`config.mk`:
```
export PLATFORM = sky130hd
export DESIGN_NAME = button_event_classifier
export DESIGN_NICKNAME = d
export VERILOG_FILES = /design/src/rtl/button_event_classifier.sv
export SDC_FILE = /design/constraint.sdc
export NUM_CORES = 1
export LEC_CHECK = 0
export ABC_CLOCK_PERIOD_IN_PS = 2480
export CAP_MARGIN = 20
export CORE_MARGIN = 1.5
export CORE_UTILIZATION = 53
export DETAILED_ROUTE_END_ITERATION = 7
export MAX_ROUTING_LAYER = met4
export PLACE_DENSITY = 0.73
export RECOVER_POWER = 50
export SYNTH_ARGS = -nofsm -noshare
export SYNTH_HDL_FRONTEND = slang
export SYNTH_SLANG_ARGS = --single-unit
```
`constraint.sdc`:
```
create_clock -name clk -period 2.48 [get_ports clk]
set_input_delay 0.372 -clock clk [delete_from_list [all_inputs] [get_ports clk]]
set_output_delay 0.372 -clock clk [all_outputs]
set_load 0.05 [all_outputs]
```
`src/rtl/button_event_classifier.sv`:
```
// Turns a debounced button level into one-cycle short/long/repeat events.
// Define DOUBLE_CLICK_EN to add the double-click window (WAIT_DBL/DBL_HOLD).
module button_event_classifier #(
  parameter int LONG_CYCLES   = 25000000,
  parameter int REPEAT_CYCLES = 5000000,
  parameter int DBL_CYCLES    = 12500000,
  parameter int CNT_W         = 25
) (
  input  logic clk,
  input  logic reset,
  input  logic btn,
  output logic short_pulse,
  output logic long_pulse,
  output logic repeat_pulse,
  output logic dbl_pulse,
  output logic held
);

  localparam logic [2:0] IDLE     = 3'd0;
  localparam logic [2:0] PRESSED  = 3'd1;
  localparam logic [2:0] LONG     = 3'd2;
`ifdef DOUBLE_CLICK_EN
  localparam logic [2:0] WAIT_DBL = 3'd3;
  localparam logic [2:0] DBL_HOLD = 3'd4;
  localparam logic [CNT_W-1:0] DBL_LAST = CNT_W'(DBL_CYCLES - 1);
`endif

  localparam logic [CNT_W-1:0] LONG_LAST   = CNT_W'(LONG_CYCLES - 1);
  localparam logic [CNT_W-1:0] REPEAT_LAST = CNT_W'(REPEAT_CYCLES - 1);

  localparam longint MAX_CYCLES =
    64'((LONG_CYCLES > REPEAT_CYCLES)
        ? ((LONG_CYCLES > DBL_CYCLES) ? LONG_CYCLES : DBL_CYCLES)
        : ((REPEAT_CYCLES > DBL_CYCLES) ? REPEAT_CYCLES : DBL_CYCLES));

  // Reject configurations whose terminal counts cannot be represented.
  if (LONG_CYCLES < 2 || REPEAT_CYCLES < 2 ||
      (MAX_CYCLES - 64'sd1) >= (64'sd1 <<< CNT_W)) begin : g_bad_cfg
    $error("button_event_classifier: invalid cycle parameters for CNT_W");
  end

  logic [2:0]       state, state_nxt;
  logic [CNT_W-1:0] count, count_nxt;
  logic             armed;
  logic             short_nxt, long_nxt, repeat_nxt, dbl_nxt, held_nxt;

  always_comb begin
    state_nxt  = state;
    count_nxt  = count;
    short_nxt  = 1'b0;
    long_nxt   = 1'b0;
    repeat_nxt = 1'b0;
    dbl_nxt    = 1'b0;
    case (state)
      IDLE: begin
        if (btn && armed) begin
          state_nxt = PRESSED;
          count_nxt = '0;
        end
      end
      // Release wins over the long-press terminal count on the same edge.
      PRESSED: begin
        if (!btn) begin
`ifdef DOUBLE_CLICK_EN
          state_nxt = WAIT_DBL;
`else
          state_nxt = IDLE;
          short_nxt = 1'b1;
`endif
          count_nxt = '0;
        end else if (count == LONG_LAST) begin
          state_nxt = LONG;
          long_nxt  = 1'b1;
          count_nxt = '0;
        end else begin
          count_nxt = count + 1'b1;
        end
      end
      LONG: begin
        if (!btn) begin
          state_nxt = IDLE;
          count_nxt = '0;
        end else if (count == REPEAT_LAST) begin
          repeat_nxt = 1'b1;
          count_nxt  = '0;
        end else begin
          count_nxt = count + 1'b1;
        end
      end
`ifdef DOUBLE_CLICK_EN
      // A second press wins over window expiry on the same edge.
      WAIT_DBL: begin
        if (btn) begin
          state_nxt = DBL_HOLD;
          dbl_nxt   = 1'b1;
          count_nxt = '0;
        end else if (count == DBL_LAST) begin
          state_nxt = IDLE;
          short_nxt = 1'b1;
          count_nxt = '0;
        end else begin
          count_nxt = count + 1'b1;
        end
      end
      DBL_HOLD: begin
        if (!btn) begin
          state_nxt = IDLE;
          count_nxt = '0;
        end
      end
`endif
      default: begin
        state_nxt = IDLE;
        count_nxt = '0;
      end
    endcase
    held_nxt = (state_nxt == PRESSED) || (state_nxt == LONG);
  end

  // A level held through reset stays ignored until the button is seen released.
  always_ff @(posedge clk or posedge reset) begin
    if (reset) begin
      state        <= IDLE;
      count        <= '0;
      armed        <= 1'b0;
      short_pulse  <= 1'b0;
      long_pulse   <= 1'b0;
      repeat_pulse <= 1'b0;
      dbl_pulse    <= 1'b0;
      held         <= 1'b0;
    end else begin
      state        <= state_nxt;
      count        <= count_nxt;
      armed        <= armed | ~btn;
      short_pulse  <= short_nxt;
      long_pulse   <= long_nxt;
      repeat_pulse <= repeat_nxt;
      dbl_pulse    <= dbl_nxt;
      held         <= held_nxt;
    end
  end

endmodule

```
# Word level (Yosys, flattened, before mapping)
# Cells that the tools add are included.
# Widths: inputs -> output; s select.
dict set report totals {
  reg_bits 33
  latch_bits 0
  mem_bits_rw 0
  romBits 0
  output_inout_bits 5
  elab_cells 39
  mem_count 0
}
dict set report classes {
  add_sub_neg 1
  n_mul 0
  n_div 0
  n_lt_le_gt_ge 0
  eq_ne 7
  shifts 0
  muxes 19
  n_bitwise 2
  n_reduce_logical 3
}
# op count
set ops {}
lappend ops {{$mux 25} 5}
lappend ops {{$pmux 25 s3} 1}
lappend ops {{$add 25x1->25 const B} 1}
lappend ops {{$eq 25x23->1 const B} 1}
lappend ops {{$eq 25x25->1 const B} 1}
lappend ops {{$mux 3} 4}
lappend ops {{$pmux 3 s3} 1}
lappend ops {{$mux 1} 8}
lappend ops {{$eq 3x1->1 const B} 2}
lappend ops {{$eq 3x2->1 const B} 2}
lappend ops {{$logic_not 3->1} 1}
lappend ops {{$ne 2x2->1 const B} 1}
lappend ops {{$logic_and 1x1->1} 1}
lappend ops {{$logic_or 1x1->1} 1}
lappend ops {{$not 1->1} 1}
lappend ops {{$or 1x1->1} 1}

# Depth between registers and ports, before layout
dict set report depth {
  ltp_word 6
  mapped_depth 7
  depth_no_buf 6
}

# Least setup slack after synthesis
# No wires, ideal clock.
dict set report synth_timing {
  kind {register -> register}
  startpoint {reg count[6]}
  endpoint {reg count[2]}
  arrival_ns 2.211
  required_time_ns 2.361
  path_slack_ns 0.150
  path_stages_with_launch 7
  path_cell_list {dfrtp_1 or4b_4 nor4_4 or3b_4 a311oi_4 buf_6 nor2_2}
}
dict set report synth_between {
  elab_chain_len 4
}
# element line_no
set synth_lines {}
lappend synth_lines {{start: declaration} 43} ;# logic [CNT_W-1:0] count, count_nxt;
lappend synth_lines {{start signal: assignment} 133} ;# count <= count_nxt;
lappend synth_lines {{$eq 25x23->1 or $eq 25x25->1 (tied branches)} {83, 71}}
lappend synth_lines {{$mux 25 (on tied branches)} {83, 71}}
lappend synth_lines {{$mux 25 (on tied branches)} {80, 63}}
lappend synth_lines {{$pmux 25 s3 (*)} 54} ;# case (state)
# Mark *: on every way between the ends. The rest lies on a longest branch, timed or not.
# A chain may end at the register's enable or synchronous reset.

# Worst setup path after layout
dict set report layout_timing {
  startpoint {reg count[17]}
  endpoint {reg count[3]}
}
# The elaborated chain is that of the path after synthesis.

==> flow_metrics.tcl <==
set metrics [dict create \
    yosysSeqAreaShare 0.471 \
    placement_rows 20 \
    yosysWarnings 0 \
    critical_path_required_ps 2700 \
    synth_ff_type "dfrtp_1" \
    fp.dieW_um 60.5 \
    syn_to_final_growth_pct 11.0 \
    vias_per_cell 5.70 \
    synth.area.top_cells "dfrtp_1, xor2_1, nor2_1" \
    power.ir.vdd_worst_mv 0.361 \
    drive_above_1_share 0.172 \
    post_cts_resized 0 \
    cts-root-buf "clkbuf_4" \
    design_area_um2 1950 \
    period_share 0.934 \
    endpoint_kind "flop" \
    r2r-start "count[17]" \
    numPortBuffers 6 \
    violations "max-capacitance violations, max-slew violations" \
    pwr-share-comb 0.069 \
    antenna_cells 0 \
    drv_cap 1 \
    clock-sinks 33 \
    setup_viol 0 \
    routed_wl_um 3480 \
    status "complete, but fails checks" \
    startpoint_type "flop" \
    power.share.switching 0.237 \
    die_y_um 60.5 \
    grt-ovfl-total 0 \
    dieArea_um2 3660 \
    relSlewSlack -0.124 \
    clock_latency_ps 330 \
    whs_path_depth 1 \
    intPower_mw 0.697 \
    antenna_found_initial 0 \
    crit_path_max_fanout 25 \
    cts_hold_buf 0 \
    cts_setup_buffers 0 \
    ant_nets 0 \
    worstHoldPathType "flop to flop" \
    ios 8 \
    core_area_um2 3100 \
    clock_power_share 0.331 \
    min_period_ps 2320 \
    cts_tree "yes" \
    drcViolationCount 0 \
    dpl-instance-area_um2 1900 \
    syn_area_um2 1750 \
    netlist.area_leader.share 0.471 \
    worstPathArrival_ps 2540 \
    reg2reg_depth 6 \
    synth_edf_count 0 \
    numCtsBuffers 5 \
    synth-seq-cells 33 \
    avgSynthCellArea_um2 10.3 \
    gp_congestion 0.867 \
    hp-start "state[2]" \
    synthArstFlopShare 1.00 \
    nNetsFinal 190 \
    clock_path_buffers 2 \
    slew_violations 34 \
    regToRegSetupSlack_ps 160 \
    htreeDepth 2 \
    clk_pin_slew_worst_paths_ps 100 \
    hold_path_end "short_pulse" \
    total_power_mw 0.912 \
    seqPwrFrac 0.601 \
    grt_use_total 0.229 \
    grt_setup_unrepaired "no" \
    max_freq_mhz 432 \
    start_util 0.565 \
    ys_types 43 \
    tightestPinTransition_ps 1690 \
    n_fill_cell 269 \
    grt_max_degree 34 \
    p_leak_nw 0.802 \
    drt_iter0_drc 38 \
    hold_viol 0 \
    via_count 1312 \
    grt_pass1_wl_um 5930 \
    routedWlPerCell_um 15.1 \
    p_switching_mw 0.216 \
    grt_pass1_vias 1296 \
    synthCells 171 \
    fin_setup_tns_ps 0 \
    r2r_end "count[3]" \
    yosysTopAreaCell "dfrtp_1" \
    drtPass1Iterations 4 \
    p_per_area_nw_per_um2 469 \
    fin_skew_ps 8.52 \
    worstSetupPathType "flop to flop" \
    hpwl_um 2550 \
]
stage by stage:
stage | utilization | hold slack (ps) | cells | setup slack (ps)
6_report | 0.627 | 500 | 230 | 163
2_1_floorplan | - | 442 | 172 | 150
4_1_cts | 0.629 | 425 | 230 | 164
3_3_place_gp | 0.611 | 488 | 223 | 225
5_1_grt | 0.627 | 536 | 230 | 87.3
3_5_place_dp | 0.611 | 493 | 223 | 174
power groups by stage:
stage	clock network (mW)	logic [mW]	registers [mW]
floorplan	0	0.0419	0.562
global placement	0	0.0617	0.558
detailed placement	0	0.0645	0.559
CTS	0.311	0.0647	0.548
global route	0.333	0.0683	0.549
finish	0.302	0.0627	0.548
worst max-delay path: stages (launching register included):
cell and delay, ps:
dfrtp_1 420, or4b_4 540, nor4_4 180, or3b_4 420, a311oi_4 340, buf_12 230
nor2_1 80
layer usage:
| layer | part of all wire | up-vias | global-route usage |
|---|---|---|---|
| met3 | 0.039 | 6 | 0.0789 |
| met2 | 0.48 | 27 | 0.349 |
| met1 | 0.47 | 646 | 0.277 |
| met4 | 0.016 | 0 | 0.0963 |
| met5 | 0 | - | - |
| li1 | - | 633 | - |
worst max path at each step:
stage,start,end,depth (start not counted)
floorplan,count[6],count[2],6
global placement,count[17],count[4],6
detailed placement,count[17],count[3],6
CTS,count[17],count[3],6
global route,count[0],count[3],7
finish,count[17],count[3],6
cell type report:
type	count	area (um2)	share of cell area
Multi-Input combinational cell	132	886	0.455
Timing Repair Buffer	13	121	0.0623
Sequential cell	33	826	0.424
Inverter	1	3.75	0.00193
Clock buffer	7	55.1	0.0283
Tap cell	44	55.1	0.0283
state kept, by name (all words and copies together) (netlist names):
signal	flops
count	25
state	3
armed	1
held	1
long_pulse	1
repeat_pulse	1
short_pulse	1
cells in the mapped netlist, drive strengths merged, types with 2 or more instances:
cell type	number
clkbuf	3
and3	6
and2b	3
nor3	4
xnor2	4
a21oi	3
and2	2
nand4	10
dfrtp	33
buf	3
nand4b	2
nor3b	3
nand3	14
nor4	4
nand2b	3
xor2	19
a2111oi	2
nor2	30
nand2	7
cells in the final DEF, fill, tap and decap left out, types with 3 or more instances in the layout:
cell type	instances
nand2_1	7
buf_4	5
nor2_1	20
nor3_1	4
nor3b_1	3
nand3_1	14
a21oi_1	3
xor2_1	19
and3_1	5
xnor2_1	4
dfrtp_1	33
clkbuf_4	5
nor2_2	10
nand4_1	10
nor4_1	3
clkdlybuf4s50_1	5
nand2b_1	3
cells by family after synthesis:
group           after synthesis  share of synthesized area
other cells                   1                    0.00214
buf+inv                       7                     0.0264
mux                           1                    0.00571
simple gates                 97                      0.329
fa+ha+maj                     1                    0.00713
flops                        33                      0.471
xor+xnor                     23                      0.115
compound gates                8                     0.0442
Power figures use the tool's default switching activity.
